## config.mk

```make
export PLATFORM = sky130hd
export DESIGN_NAME = voice_mixer
export DESIGN_NICKNAME = d
export VERILOG_FILES = /design/src/rtl/voice_mixer_pkg.sv /design/src/rtl/voice_mix_acc.sv /design/src/rtl/voice_mixer.sv
export SDC_FILE = /design/constraint.sdc
export NUM_CORES = 1
export LEC_CHECK = 0
export BUFFER_PORTS_ARGS = -buffer_cell sky130_fd_sc_hd__buf_2
export CELL_PAD_IN_SITES_DETAIL_PLACEMENT = 0
export CELL_PAD_IN_SITES_GLOBAL_PLACEMENT = 1
export CORE_ASPECT_RATIO = 0.6
export CORE_UTILIZATION = 44
export DETAILED_ROUTE_END_ITERATION = 7
export GPL_TIMING_DRIVEN = 0
export PLACE_DENSITY_LB_ADDON = 0.05
export RECOVER_POWER = 50
export REMOVE_ABC_BUFFERS = 1
export SYNTH_ARGS = -nofsm -noshare
export SYNTH_HDL_FRONTEND = slang
export SYNTH_HIERARCHICAL = 1
export SYNTH_SLANG_ARGS = --single-unit
```

## constraint.sdc

```tcl
create_clock -name i_clk -period 3.2 [get_ports i_clk]
set_clock_uncertainty 0.15 [all_clocks]
set_input_delay 0.32 -clock i_clk [delete_from_list [all_inputs] [get_ports i_clk]]
set_output_delay 0.32 -clock i_clk [all_outputs]
set_load 0.005 [all_outputs]
```

## src/rtl/voice_mixer_pkg.sv

```systemverilog
// rtl/voice_mixer_pkg.sv - shared constants and FSM encodings for voice_mixer
//
// Purpose : voice count, slot index width and mixer FSM state encodings.
// Ports   : none (package).
package voice_mixer_pkg;

  localparam int NUM_VOICES = 4;
  localparam int SLOT_W     = 2;

  typedef enum logic [1:0] {
    ST_IDLE = 2'd0,
    ST_SUM  = 2'd1,
    ST_DONE = 2'd2
  } state_t;

endpackage

```

## src/rtl/voice_mix_acc.sv

```systemverilog
// rtl/voice_mix_acc.sv - frame accumulator with output scaling/saturation
//
// Purpose : sums up to four m-bit addends into an (m+2)-bit accumulator and
//           presents the scaled result. Optional macro VOICE_MIXER_SAT_EN
//           selects the saturating sum; otherwise the floor average of four.
// Ports   : i_clk, i_rst_n   clock, synchronous active-low reset
//           i_clear          zero the accumulator
//           i_add_en         add i_addend this cycle
//           i_addend [M-1:0] value to add
//           o_result [M-1:0] scaled accumulator (combinational)
module voice_mix_acc #(
  parameter int M = 12
) (
  input  logic         i_clk,
  input  logic         i_rst_n,
  input  logic         i_clear,
  input  logic         i_add_en,
  input  logic [M-1:0] i_addend,
  output logic [M-1:0] o_result
);

  // Two guard bits: four m-bit addends can never overflow this width.
  logic [M+1:0] r_acc;

  always_ff @(posedge i_clk) begin
    if (!i_rst_n) begin
      r_acc <= '0;
    end else if (i_clear) begin
      r_acc <= '0;
    end else if (i_add_en) begin
      r_acc <= r_acc + {2'b00, i_addend};
    end
  end

`ifdef VOICE_MIXER_SAT_EN
  // Any guard bit set means the sum exceeds 2^m-1: clamp to all ones.
  assign o_result = (|r_acc[M+1:M]) ? {M{1'b1}} : r_acc[M-1:0];
`else
  // Divide by four slots; the two LSBs are the discarded remainder.
  logic w_unused_lsb;
  assign w_unused_lsb = ^r_acc[1:0];
  assign o_result     = r_acc[M+1:2];
`endif

endmodule

```

## src/rtl/voice_mixer.sv

```systemverilog
// rtl/voice_mixer.sv - four-voice time-division mixer
//
// Purpose : holds four voice samples and, per sample tick, sums the enabled
//           voices over four slot cycles, emitting one mixed sample.
//           Optional macro VOICE_MIXER_SAT_EN: saturating sum instead of average.
// Ports   : i_clk, i_rst_n         clock, synchronous active-low reset
//           i_in0..i_in3 [M-1:0]   voice samples
//           i_in_valid [3:0]       bit k loads i_in<k> into hold register k
//           i_voice_en [3:0]       bit k includes voice k (sampled in its slot)
//           i_sample_tick          starts a mix frame
//           o_out [M-1:0]          mixed sample, held between frames
//           o_out_valid            one-cycle strobe with new o_out
//           o_busy                 frame in progress
//           o_sel [1:0]            slot currently being summed
//           o_overrun              one-cycle pulse after a dropped tick
module voice_mixer
  import voice_mixer_pkg::*;
#(
  parameter int M = 12
) (
  input  logic                  i_clk,
  input  logic                  i_rst_n,
  input  logic [M-1:0]          i_in0,
  input  logic [M-1:0]          i_in1,
  input  logic [M-1:0]          i_in2,
  input  logic [M-1:0]          i_in3,
  input  logic [NUM_VOICES-1:0] i_in_valid,
  input  logic [NUM_VOICES-1:0] i_voice_en,
  input  logic                  i_sample_tick,
  output logic [M-1:0]          o_out,
  output logic                  o_out_valid,
  output logic                  o_busy,
  output logic [SLOT_W-1:0]     o_sel,
  output logic                  o_overrun
);

  logic [M-1:0]      w_in [NUM_VOICES];
  logic [M-1:0]      r_hold [NUM_VOICES];
  state_t            r_state;
  logic [SLOT_W-1:0] r_sel;
  logic [M-1:0]      r_out;
  logic              r_out_valid;
  logic              r_busy;
  logic              r_overrun;

  logic              w_clear;
  logic              w_add_en;
  logic [M-1:0]      w_addend;
  logic [M-1:0]      w_result;

  assign w_in[0] = i_in0;
  assign w_in[1] = i_in1;
  assign w_in[2] = i_in2;
  assign w_in[3] = i_in3;

  // Loads land at the clock edge, so a slot read in the same cycle sees the
  // previous value.
  always_ff @(posedge i_clk) begin
    if (!i_rst_n) begin
      for (int k = 0; k < NUM_VOICES; k++) r_hold[k] <= '0;
    end else begin
      for (int k = 0; k < NUM_VOICES; k++) begin
        if (i_in_valid[k]) r_hold[k] <= w_in[k];
      end
    end
  end

  assign w_clear  = (r_state == ST_IDLE) && i_sample_tick;
  assign w_add_en = (r_state == ST_SUM) && i_voice_en[r_sel];
  assign w_addend = r_hold[r_sel];

  voice_mix_acc #(.M(M)) u_acc (
    .i_clk    (i_clk),
    .i_rst_n  (i_rst_n),
    .i_clear  (w_clear),
    .i_add_en (w_add_en),
    .i_addend (w_addend),
    .o_result (w_result)
  );

  always_ff @(posedge i_clk) begin
    if (!i_rst_n) begin
      r_state     <= ST_IDLE;
      r_sel       <= '0;
      r_out       <= '0;
      r_out_valid <= 1'b0;
      r_busy      <= 1'b0;
      r_overrun   <= 1'b0;
    end else begin
      r_out_valid <= 1'b0;
      r_overrun   <= 1'b0;
      case (r_state)
        ST_IDLE: begin
          if (i_sample_tick) begin
            r_state <= ST_SUM;
            r_sel   <= '0;
            r_busy  <= 1'b1;
          end
        end
        ST_SUM: begin
          if (i_sample_tick) r_overrun <= 1'b1;
          // Increment wraps the slot index back to 0 on leaving slot 3.
          r_sel <= r_sel + SLOT_W'(1);
          if (r_sel == SLOT_W'(NUM_VOICES - 1)) r_state <= ST_DONE;
        end
        ST_DONE: begin
          if (i_sample_tick) r_overrun <= 1'b1;
          r_out       <= w_result;
          r_out_valid <= 1'b1;
          r_busy      <= 1'b0;
          r_state     <= ST_IDLE;
        end
        default: begin
          r_state <= ST_IDLE;
          r_sel   <= '0;
          r_busy  <= 1'b0;
        end
      endcase
    end
  end

  assign o_out       = r_out;
  assign o_out_valid = r_out_valid;
  assign o_busy      = r_busy;
  assign o_sel       = r_sel;
  assign o_overrun   = r_overrun;

endmodule

```

# Word level (Yosys, flattened, before mapping)
# Memories as Yosys holds them, arrays and structs flattened. A register that Yosys moved wholly into a read port is not among the register bits.
# Index checks and enable logic that the tools add are counted.
[word_totals]
register_bits = 33
ram_bits = 48
inputBits = 59
output_inout_bits = 17
elab_cells = 62
memories = 1
[op_classes]
n_addsub = 2
magnitude_cmp = 1
n_eq_ne = 5
mux = 30
bitwise = 7
reduce_logical = 9
[mem_list]
columns = ["memory", "depth", "word_bits", "rd", "rd_ports_with_merged_regs", "write_ports", "line", "rtl"]
rows = [
  ["r_hold", 4, 12, 1, 1, 4, "voice_mixer.sv:38", "logic [M-1:0] r_hold [NUM_VOICES];"],
]
[op_table]
columns = ["operator", "count"]
rows = [
  ["$mux W12", 4],
  ["$mux W1", 17],
  ["$add A14 B12 Y14", 1],
  ["$mux W2", 5],
  ["$reduce_and A2 Y1", 4],
  ["$pmux W2 S3", 1],
  ["$eq A2 B2 Y1 const B", 2],
  ["$or A1 B1 Y1", 4],
  ["$pmux W2 S2", 1],
  ["$reduce_or A2 Y1", 2],
  ["$lt A2 B3 Y1 const B", 1],
  ["$not A1 Y1", 3],
  ["$add A2 B1 Y2 const B", 1],
  ["$bmux W1 S2", 1],
  ["$eq A2 B1 Y1 const B", 1],
  ["$logic_and A1 B1 Y1", 2],
  ["$logic_not A2 Y1", 1],
  ["$ne A2 B1 Y1 const B", 1],
  ["$ne A2 B2 Y1 const B", 1],
  ["$pmux W1 S2", 1],
]

# Depth between registers and ports, before layout
[logic_depth]
word_depth = 5
mapped_depth = 10
ltp_nobuf = 9

# Cells and area by module
# Netlist, hierarchy kept.
[by_module_without_submodules]
columns = ["mod", "instances", "cells_each", "area_per_inst_um2", "seq_area_each_um2"]
rows = [
  ["voice_mixer", 1, 206, 2982.9, 1861.8],
  ["voice_mix_acc", 1, 159, 1313.8, 280.3],
]

# Least setup slack after synthesis
# Ideal clock, no wire load.
[synth_timing]
path_kind = "reg-to-reg"
from = "reg with a tool-made name"
to = "reg u_acc.r_acc[10]"
setup_ns = 0.134
t_arrival_ns = 2.374
t_required_ns = 2.916
slack_ns = 0.542
stages_incl_launch_ff = 11
path_buffers = 1
synth_period_minus_slack_ns = 2.658
path_cell_list = "dfxtp_1 -> buf_6 -> mux4_2 -> ha_1 -> inv_1 -> fa_1 -> and2b_1 -> o2111ai_1 -> and3_4 -> o31a_1 -> o211ai_1"
[synth_rtl]
columns = ["item", "line", "rtl"]
rows = [
  ["to (signal assigned)", "voice_mix_acc.sv:31", "r_acc <= r_acc + {2'b00, i_addend};"],
  ["to (decl)", "voice_mix_acc.sv:23", "logic [M+1:0] r_acc;"],
]

==> out/metrics.cfg <==
[clock_tree]
worstSkewPairLatency_ps=340
root_buffer=clkbuf_16
clk_path_buf_depth=2
cts_inserted_buffers=9
clk_pin_slew_ps=60
hold_buffers=0
post_cts_buffers=0
cts_sinks=83
htree_levels=3
cts_tree=built

[worst_setup_path]
worst_setup_path_start_kind=flop
crit_fanout=12
path_cells=mux4_1 -> ha_1 -> a2111oi_0 -> a22oi_1 -> a41oi_1 -> xor2_1 -> a21oi_1
critPathMaxStageDelay_ps=650
end_kind=flop
critical_path_class=flop to flop
slowest_stage=mux4_1
path_delay_family=compound AO/OA/AOI/OAI gates
worstPathArrival_ps=2970
worst-path-buf-inv=0
crit_required_ps=3230

[route]
via_count=2918
drt_first_pass_iters=4
detail_route.wl_per_cell_um=16.7
drt_iter0_markers=144
drt-total-wl_mm=9.23
route.detailed.drc=0
ant_nets=0
routed_via_density=5.30

[layout]
regArea_um2=2150
syn_to_final_growth_pct=14.0
finalInstanceArea_um2=4900
layout-drive-gt1-share_pct=24.2
diodes=0
final_net_count=493
multi_input_area_um2=1930
n_fill_cell=866
instances_no_fill=551

[grt]
grtUsageMet2_pct=28.3
grt_pass1_vias=2876
grt_util_met1_pct=30.6
antenna_found_initial=0
grt_max_degree=77
grt_pass1_wl_mm=15.2
use_met3_pct=5.25
track_usage_pct=20.3
grt_overflow_total=0
busiest_layer=met1

[worst_hold_path]
hp-class=input port to flop

[pwr]
vdd_ir_drop_max_mv=0.276
p_leak_nw=2.07
p_per_area_nw_per_um2=512

[logic_synthesis]
synth_ff_type=edfxtp_1
synth_top_cell_by_area=edfxtp_1
synth_fa_ha_area_share_pct=5.42
synthDistinctLibCells=52
yosys-top-cells-area=edfxtp_1, dfxtp_1, and3_1
yosysTopAreaCellShare_pct=33.5
synth_compound_area_share_pct=8.36
synth.area.mux_share_pct=11.6
synth_top_family_by_area=simple AND/OR/NAND/NOR gates
ys_seq_area_share_pct=49.9
synth.yosys.warnings=6
synth_simple_gate_area_share_pct=18.6
synth_edf_count=48
synth-xor-area-share_pct=0.815
avgSynthCellArea_um2=11.8
synth_area_um2=4300
synthCells=365
ys_ff_latch=83
synthArstFlopShare_pct=0

[run]
drv_cap=0

[timing]
slew_headroom_pct=14.1
period_share_pct=91.9
fmax_ghz=0.340
final-setup-viol-count=0
min_period_ps=2940
rsz0062_at_grt=false
hold_viol_final=0
hold_ws_ps=129
worst_pin_slew_ps=1290
finalMaxSlewViolations=0

[place]
gp_congestion=0.788
dp.cells=535
port_buffers=75
placed_area_um2=4630
detailed_place_hpwl_mm=6.37

[floorplanning]
floorplan.initialDensity_pct=46.1
die_w_um=130
num_rows=27
core_region_area_um2=9320
die_h_um=78.5
die-area_um2=10200
io-pin-count=76

[run_status]
status=completed

-- sequential cells by signal, summed over array words and instances, names as in the netlist, named ones only --
name,cells
o_busy,1
r_state,2
o_out,12
u_acc/r_acc,14
o_out_valid,1
o_overrun,1
r_hold,48
o_sel,2
-- worst min-delay path, cell delays in order --
cell and delay, ps:
buf_2 120, a21oi_1 60, nor2_1 80
-- layout by cell type (no fill, tap or decap), drive strengths merged, types with 2 or more instances in the layout --
master,Yosys,layout
nor3,5,5
nand2b,6,6
a21oi,14,14
mux2i,20,20
dfxtp,35,35
mux4,13,13
inv,7,8
xnor2,3,3
nand3,6,6
o21ai,9,9
ha,17,17
nand4,2,2
and2,5,5
edfxtp,48,48
buf,20,68
or3,3,3
nand3b,11,11
a211o,2,2
and3,52,52
nor2,10,10
nor2b,16,16
a21o,6,6
o21a,3,3
clkinv,0,4
a211oi,2,2
o211ai,7,7
clkbuf,15,17
nand2,11,11
-- synth_stat cells (2+ instances only) --
cell and instances:
a211o_1 2, a211oi_1 2, a21o_1 6, a21oi_1 13, and2_1 5, and3_1 51, buf_2 5, buf_4 13
buf_6 2, clkbuf_1 15, dfxtp_1 35, edfxtp_1 48, ha_1 17, inv_1 7, mux2i_1 20, mux4_1 2
mux4_2 11, nand2_1 11, nand2b_1 6, nand3_1 6, nand3b_1 11, nand4_1 2, nor2_1 9, nor2b_1 16
nor3_1 5, o211ai_1 7, o21a_1 2, o21ai_0 6, o21ai_1 3, or3_1 3, xnor2_1 3
-- cells by family (layout without fill, tap and decap cells) --
logic type	count (synthesis)	count (layout)
and+or+nand+nor	132	132
DFF	83	83
xor gates and xnor gates	4	4
adders and majority gates	18	18
AOI/OAI and AO/OA	53	53
muxes	33	33
buffers and inverters	42	98
-- final timing paths --
check | from | to | slack (ps) | depth (start not counted)
max | flop | u_acc/r_acc[9] | 260 | 7
min | i_sample_tick | o_busy | 130 | 3
max reg2reg | flop | u_acc/r_acc[9] | 260 | 7
min reg2reg | o_busy | o_busy | 340 | 2
-- per-layer routing --
| layer | routed length (um) | share of wire (%) |
|---|---|---|
| met1 | 4980 | 54 |
| met2 | 3730 | 40 |
| met3 | 436 | 4.7 |
| met4 | 84 | 0.91 |
| met5 | 0 | 0 |
-- report_power, final --
group / switching [mW] / total [mW] / leakage [nW] / internal, mW
clock network: 0.416 / 0.942 / 0.133 / 0.526
logic: 0.184 / 0.336 / 1.14 / 0.152
registers: 0.0332 / 1.23 / 0.800 / 1.20
-- layout make-up --
cell class                      count  area share (%)
Tap cell                          130            3.32
Multi-Input combinational cell    240            39.3
Clock buffer                       10            4.67
Timing Repair Buffer               75            7.46
Inverter                            7           0.536
Sequential cell                    83            43.8
Clock inverter                      6           0.843
-- through the flow --
stage | TNS (ps) | worst slack, ps | power (mW) | util [%]
after global placement | -559 | -188 | 1.58 | 49.7
after detailed placement | -487 | -174 | 1.59 | 49.7
after floorplan | 0 | 278 | 1.46 | -
after CTS | 0 | 92.7 | 2.54 | 52.6
after global routing | 0 | 45.4 | 2.62 | 52.5
final | 0 | 259 | 2.51 | 52.5
-- timing repair --
| action | 4_1_cts | 5_1_grt |
|---|---|---|
| gates cloned | 0 | 0 |
| resized for setup | 1 | 2 |
| setup endpoints to repair | 6 | 3 |
Power figures use the tool's default switching activity.
